`config.mk`:
```
export PLATFORM = sky130hd
export DESIGN_NAME = bit_serializer_flat
export DESIGN_NICKNAME = d
export VERILOG_FILES = /design/src/rtl/bit_serializer_if.sv /design/src/rtl/bit_serializer.sv /design/src/flat_wrapper.sv
export SDC_FILE = /design/constraint.sdc
export NUM_CORES = 1
export LEC_CHECK = 0
export ABC_AREA = 1
export CAP_MARGIN = 20
export CORE_UTILIZATION = 43
export DETAILED_ROUTE_END_ITERATION = 8
export PLACE_DENSITY = 0.72
export SLEW_MARGIN = 20
export SYNTH_ARGS = -nofsm -noshare
export SYNTH_HDL_FRONTEND = slang
export SYNTH_SLANG_ARGS = --single-unit
```
`constraint.sdc`:
```
create_clock -name clk -period 0.9 [get_ports clk]
set_input_delay 0.225 -clock clk [delete_from_list [all_inputs] [get_ports clk]]
set_output_delay 0.225 -clock clk [all_outputs]
set_load 0.05 [all_outputs]
```
`src/rtl/bit_serializer_if.sv`:
```
// Word-load handshake and serial output bundle for bit_serializer.
// master = upstream word source / serial sink side, slave = the serializer.
interface bit_serializer_if #(
    parameter int WIDTH = 8
);
    logic [WIDTH-1:0] data_in;
    logic             load_valid;
    logic             load_ready;
    logic             out;
    logic             out_valid;
    logic             busy;

    modport master (
        output data_in, load_valid,
        input  load_ready, out, out_valid, busy
    );

    modport slave (
        input  data_in, load_valid,
        output load_ready, out, out_valid, busy
    );
endinterface

```
`src/rtl/bit_serializer.sv`:
```
// Parallel-to-serial front end: one WIDTH-bit word out one bit per clock.
// Optional one-word preload buffer for gapless words: BIT_SERIALIZER_PRELOAD_EN.
module bit_serializer #(
    parameter int WIDTH     = 8,
    parameter bit MSB_FIRST = 1'b1
) (
    input logic             clk,
    input logic             rst,
    bit_serializer_if.slave bus
);
    localparam int CW = (WIDTH > 1) ? $clog2(WIDTH) : 1;
    localparam logic [CW-1:0] LAST = CW'(WIDTH - 1);

    typedef enum logic {IDLE, SHIFT} state_t;

    state_t           state, state_nxt;
    logic [WIDTH-1:0] sh, sh_nxt;
    logic [CW-1:0]    cnt, cnt_nxt;
    logic             ready;
    logic             accept;
    logic             head;

`ifdef BIT_SERIALIZER_PRELOAD_EN
    logic [WIDTH-1:0] hold, hold_nxt;
    logic             hold_full, hold_full_nxt;
`endif

    assign head   = MSB_FIRST ? sh[WIDTH-1] : sh[0];
    assign accept = bus.load_valid && ready;

    always_ff @(posedge clk) begin
        if (rst) begin
            state <= IDLE;
            sh    <= '0;
            cnt   <= '0;
`ifdef BIT_SERIALIZER_PRELOAD_EN
            hold_full <= 1'b0;
`endif
        end else begin
            state <= state_nxt;
            sh    <= sh_nxt;
            cnt   <= cnt_nxt;
`ifdef BIT_SERIALIZER_PRELOAD_EN
            hold_full <= hold_full_nxt;
`endif
        end
    end

`ifdef BIT_SERIALIZER_PRELOAD_EN
    // Holding word is qualified by hold_full, so its contents need no reset.
    always_ff @(posedge clk) begin
        hold <= hold_nxt;
    end
`endif

    always_comb begin
        state_nxt = state;
        sh_nxt    = sh;
        cnt_nxt   = cnt;
`ifdef BIT_SERIALIZER_PRELOAD_EN
        hold_nxt      = hold;
        hold_full_nxt = hold_full;
`endif
        case (state)
            IDLE: begin
                if (accept) begin
                    sh_nxt    = bus.data_in;
                    cnt_nxt   = LAST;
                    state_nxt = SHIFT;
                end
            end
            SHIFT: begin
                if (cnt == '0) begin
`ifdef BIT_SERIALIZER_PRELOAD_EN
                    // Refill from hold (or a same-cycle accept) keeps words contiguous.
                    if (hold_full) begin
                        sh_nxt        = hold;
                        cnt_nxt       = LAST;
                        hold_full_nxt = 1'b0;
                    end else if (accept) begin
                        sh_nxt  = bus.data_in;
                        cnt_nxt = LAST;
                    end else begin
                        state_nxt = IDLE;
                        sh_nxt    = '0;
                        cnt_nxt   = '0;
                    end
`else
                    state_nxt = IDLE;
                    sh_nxt    = '0;
                    cnt_nxt   = '0;
`endif
                end else begin
                    sh_nxt  = MSB_FIRST ? (sh << 1) : (sh >> 1);
                    cnt_nxt = cnt - CW'(1);
`ifdef BIT_SERIALIZER_PRELOAD_EN
                    if (accept) begin
                        hold_nxt      = bus.data_in;
                        hold_full_nxt = 1'b1;
                    end
`endif
                end
            end
        endcase
    end

    // Outputs decode flops only; load_ready is additionally gated by rst.
    always_comb begin
`ifdef BIT_SERIALIZER_PRELOAD_EN
        ready    = !hold_full;
        bus.busy = (state == SHIFT) || hold_full;
`else
        ready    = (state == IDLE);
        bus.busy = (state == SHIFT);
`endif
        if (rst) begin
            ready = 1'b0;
        end
        bus.load_ready = ready;
        bus.out_valid  = (state == SHIFT);
        bus.out        = (state == SHIFT) ? head : 1'b0;
    end
endmodule

```
`src/flat_wrapper.sv`:
```
// flat-port wrapper written by rule: the top's interface ports become plain ports
module bit_serializer_flat 
#(
    parameter int WIDTH     = 8,
    parameter bit MSB_FIRST = 1'b1
)
  (clk, rst, bus_data_in, bus_load_valid, bus_load_ready, bus_out, bus_out_valid, bus_busy);
  bit_serializer_if #(.WIDTH(WIDTH)) bus_i ();
  input logic clk;
  input logic rst;
  input wire logic [$bits(bus_i.data_in)-1:0] bus_data_in;
  input wire logic [$bits(bus_i.load_valid)-1:0] bus_load_valid;
  output wire logic [$bits(bus_i.load_ready)-1:0] bus_load_ready;
  output wire logic [$bits(bus_i.out)-1:0] bus_out;
  output wire logic [$bits(bus_i.out_valid)-1:0] bus_out_valid;
  output wire logic [$bits(bus_i.busy)-1:0] bus_busy;
  assign bus_i.data_in = bus_data_in;
  assign bus_i.load_valid = bus_load_valid;
  assign bus_load_ready = bus_i.load_ready;
  assign bus_out = bus_i.out;
  assign bus_out_valid = bus_i.out_valid;
  assign bus_busy = bus_i.busy;
  bit_serializer #(.WIDTH(WIDTH), .MSB_FIRST(MSB_FIRST)) u_core (.clk(clk), .rst(rst), .bus(bus_i));
endmodule
```
==> run_results.csv <==
group,metric,value,unit
floorplan,core.rowCount,13,
logic_synthesis,synthSimpleGateAreaFrac,39.23,%
logic_synthesis,combinational_family_with_the_most_area_after_synthesis,"simple AND/OR/NAND/NOR gates",
clock_tree,post_cts_hold_fix_bufs,0,
place,dp_hpwl,1100,µm
sta,max_slew.worst_pin.slew,0.2556,ns
sta,finClkSkew,0.004386,ns
sta,slew_headroom,82.92,%
floorplan,core-area,1383,µm²
place,gp_congestion,0.8075,
pwr,seq_power_share,34.3,%
global_routing,globalRouteOverflowTotal,0,
logic_synthesis,synth_seq_area_share,35.36,%
status,violated_checks,"negative setup slack",
global_routing,grt_start_max_net_pins,10,
logic_synthesis,synthAdderAreaFrac,0,%
clock_tree,root_buffer,"clkbuf_4",
floorplan,initial_utilization,49.14,%
min_path,hp-class,"register to register",
clock_tree,clockBufferDepth,2,
pwr,share_comb_of_total_power,42.5,%
global_routing,first_global_vias,702,
global_routing,grt_use_total,21.44,%
logic_synthesis,ys_warn_count,0,
place,placement.io_buffers,14,
setup_path,setup.worst_path.end_class,"output pin",
sta,max_freq,0.8360,GHz
detailed_routing,ant_nets,0,
sta,fin_ws,-0.2962,ns
layout,layout-drive-gt1-share,38.30,%
pwr,netSwitchingPower,0.6976,mW
setup_path,timing_worst_setup_path_type,"register to output pin",
run,cap_viol_max_count,0,
sta,whs,0.4722,ns
pwr,pwr-share-clk,23.2,%
sta,grt_setup_unrepaired,"yes",
layout,final_net_count,153,
sta,final_critical_period,1.196,ns
sta,timing.final.crit_share,132.9,%
logic_synthesis,postSynthCellCount,108,
detailed_routing,num_vias,795,
setup_path,critical_path.slowest_cell,"dfxtp_4",
logic_synthesis,synth.area.mux_share,0,%
setup_path,crit_path_start_kind,"register",
floorplan,pin_count,15,
pwr,peakVddDrop,1.307,mV
floorplan,chipWidth,41.75,µm
detailed_routing,drt_iter0_drc,17,
layout,antenna_diode_count,0,
detailed_routing,vias_per_cell,5.096,
logic_synthesis,ys_seq_elements,12,
floorplan,floorplan.die.height,41.75,µm
clock_tree,cts_tree,"built",
setup_path,crit_path_max_fanout,7,
pwr,power.density,1655,nW/µm²
setup_path,critPathMaxStageDelay,0.42,ns
clock_tree,clock_sinks,12,
global_routing,grt_antenna_before_repair,0,
layout,area_growth,71.09,%
pwr,cell_internal_pwr,1.227,mW
logic_synthesis,cell_area_after_technology_mapping,679.4,µm²
logic_synthesis,ys_types,16,
logic_synthesis,synth.net_count,119,
sta,drv_slew,0,
logic_synthesis,synthXorXnorAreaFrac,0,%
setup_path,timing.critical_path.arrival,0.97,ns
setup_path,cp_cell_sequence,"buf_6, buf_12",
detailed_routing,remaining_drc_errors,0,
pwr,switching_share,36.25,%
floorplan,fp.dieArea,1743,µm²
pwr,power.leakage,0.5877,nW
setup_path,worst-endpoint-required,0.67,ns
place,detailedPlace.worstSlack,-0.4869,ns
detailed_routing,detailedRoute.firstPassIterationCount,4,
detailed_routing,routedWlPerCell,13.13,µm
clock_tree,clk-insertion-delay-late,0.28,ns
clock_tree,htree_levels,1,
status,status,"finished, violations left",
logic_synthesis,syn_area_per_cell,6.291,µm²
clock_tree,worst_setup_hold_path_clk_slew,0.09,ns
logic_synthesis,synth-compound-area-share,9.392,%
detailed_routing,totalWireLength,2049,µm
sta,hold_viol,0,
clock_tree,cts_buffers,3,
sta,timing.final.setup_violations,16,
global_routing,grt_first_pass_wirelength,2849,µm
## cells in the mapped netlist
master / instances / area share, %
inv_1: 18 / 9.9
a21oi_4: 1 / 2.4
buf_6: 2 / 3.3
o21ai_1: 1 / 0.74
a21oi_1: 2 / 1.5
a21oi_2: 1 / 1.3
inv_2: 1 / 0.55
buf_4: 2 / 2.2
nand2_1: 27 / 15
nand3b_1: 1 / 1.1
dfxtp_1: 12 / 35
nand3_1: 10 / 7.4
nor2_1: 27 / 15
o21ai_0: 1 / 0.74
o21bai_4: 1 / 2.8
nor2_2: 1 / 0.92
## layout by cell type (no fill, tap or decap), types with 5 or more instances in the layout
cell type / n
nor2_2: 5
nand3_1: 9
clkdlybuf4s50_1: 8
nor2_1: 20
nand2_2: 5
buf_6: 8
nand2_1: 19
buf_4: 9
dfxtp_1: 10
inv_1: 17
## flip-flops by register name, indices dropped and copies added, names as in the netlist
name,cells
u_core.sh,8
u_core.cnt,3
u_core.bus.busy,1
## power groups by stage
stage	clock network, mW	logic (mW)	registers [mW]
2_1_floorplan	0	0.352	0.666
3_3_place_gp	0	0.571	0.671
3_5_place_dp	0	0.583	0.670
4_1_cts	0.450	0.656	0.646
5_1_grt	0.480	0.874	0.667
6_report	0.446	0.817	0.661
## final timing paths
path | from | end | slack, ns | cells past startpoint
worst max-delay path | u_core.bus.busy | bus_out_valid | -0.30 | 2
worst min-delay path | u_core.sh[0] | u_core.sh[0] | 0.47 | 2
worst max register to register | u_core.bus.busy | u_core.sh[4] | -0.22 | 6
worst min register to register | u_core.sh[0] | u_core.sh[0] | 0.47 | 2
## critical path, delay by kind of cell (launching register included)
family   cells  cell delay, ns
flops        1            0.42
buf+inv      2            0.27
## stage by stage
stage | setup TNS, ns | instance area (µm²) | power [mW] | utilization, % | instances
finish | -2.734 | 1162 | 1.924 | 84.07 | 156
global placement | -5.840 | 953.4 | 1.242 | 68.96 | 145
global route | -3.476 | 1162 | 2.021 | 84.07 | 156
detailed placement | -6.007 | 953.4 | 1.253 | 68.96 | 145
floorplan | -1.855 | 705.7 | 1.018 | - | 108
CTS | -2.980 | 1050 | 1.753 | 75.93 | 154
## area by class of cell
class,instances,area [µm²]
clock buffer,4,36.28
fill,83,220.2
inverter,19,75.07
multi-input combinational,75,451.7
sequential,12,245.2
tap,15,18.77
timing repair buffer,31,335.3
## routing by layer
layer  wire length [µm]  share of wire, %  track usage [%]
met1                798                39            22.67
met2               1113                54            37.50
met3                101               4.9            6.522
met4                 36               1.8            11.61
met5                  0                 0                0
## timing repair
| item | CTS | global route |
|---|---|---|
| setup endpoints to repair | 16 | 16 |
| resized for setup | 7 | 30 |
| cloned | 1 | 1 |
| pin swaps | 1 | 25 |
| endpoints found under the hold margin | 0 | 0 |
| buffers inserted | 4 | 2 |
## kinds of logic (layout without fill, tap and decap cells)
family | Yosys count | count (layout)
AOI/OAI and AO/OA | 7 | 8
buffers and inverters | 23 | 54
DFF | 12 | 12
and+or+nand+nor | 66 | 67
(Power assumes the default switching activity.)
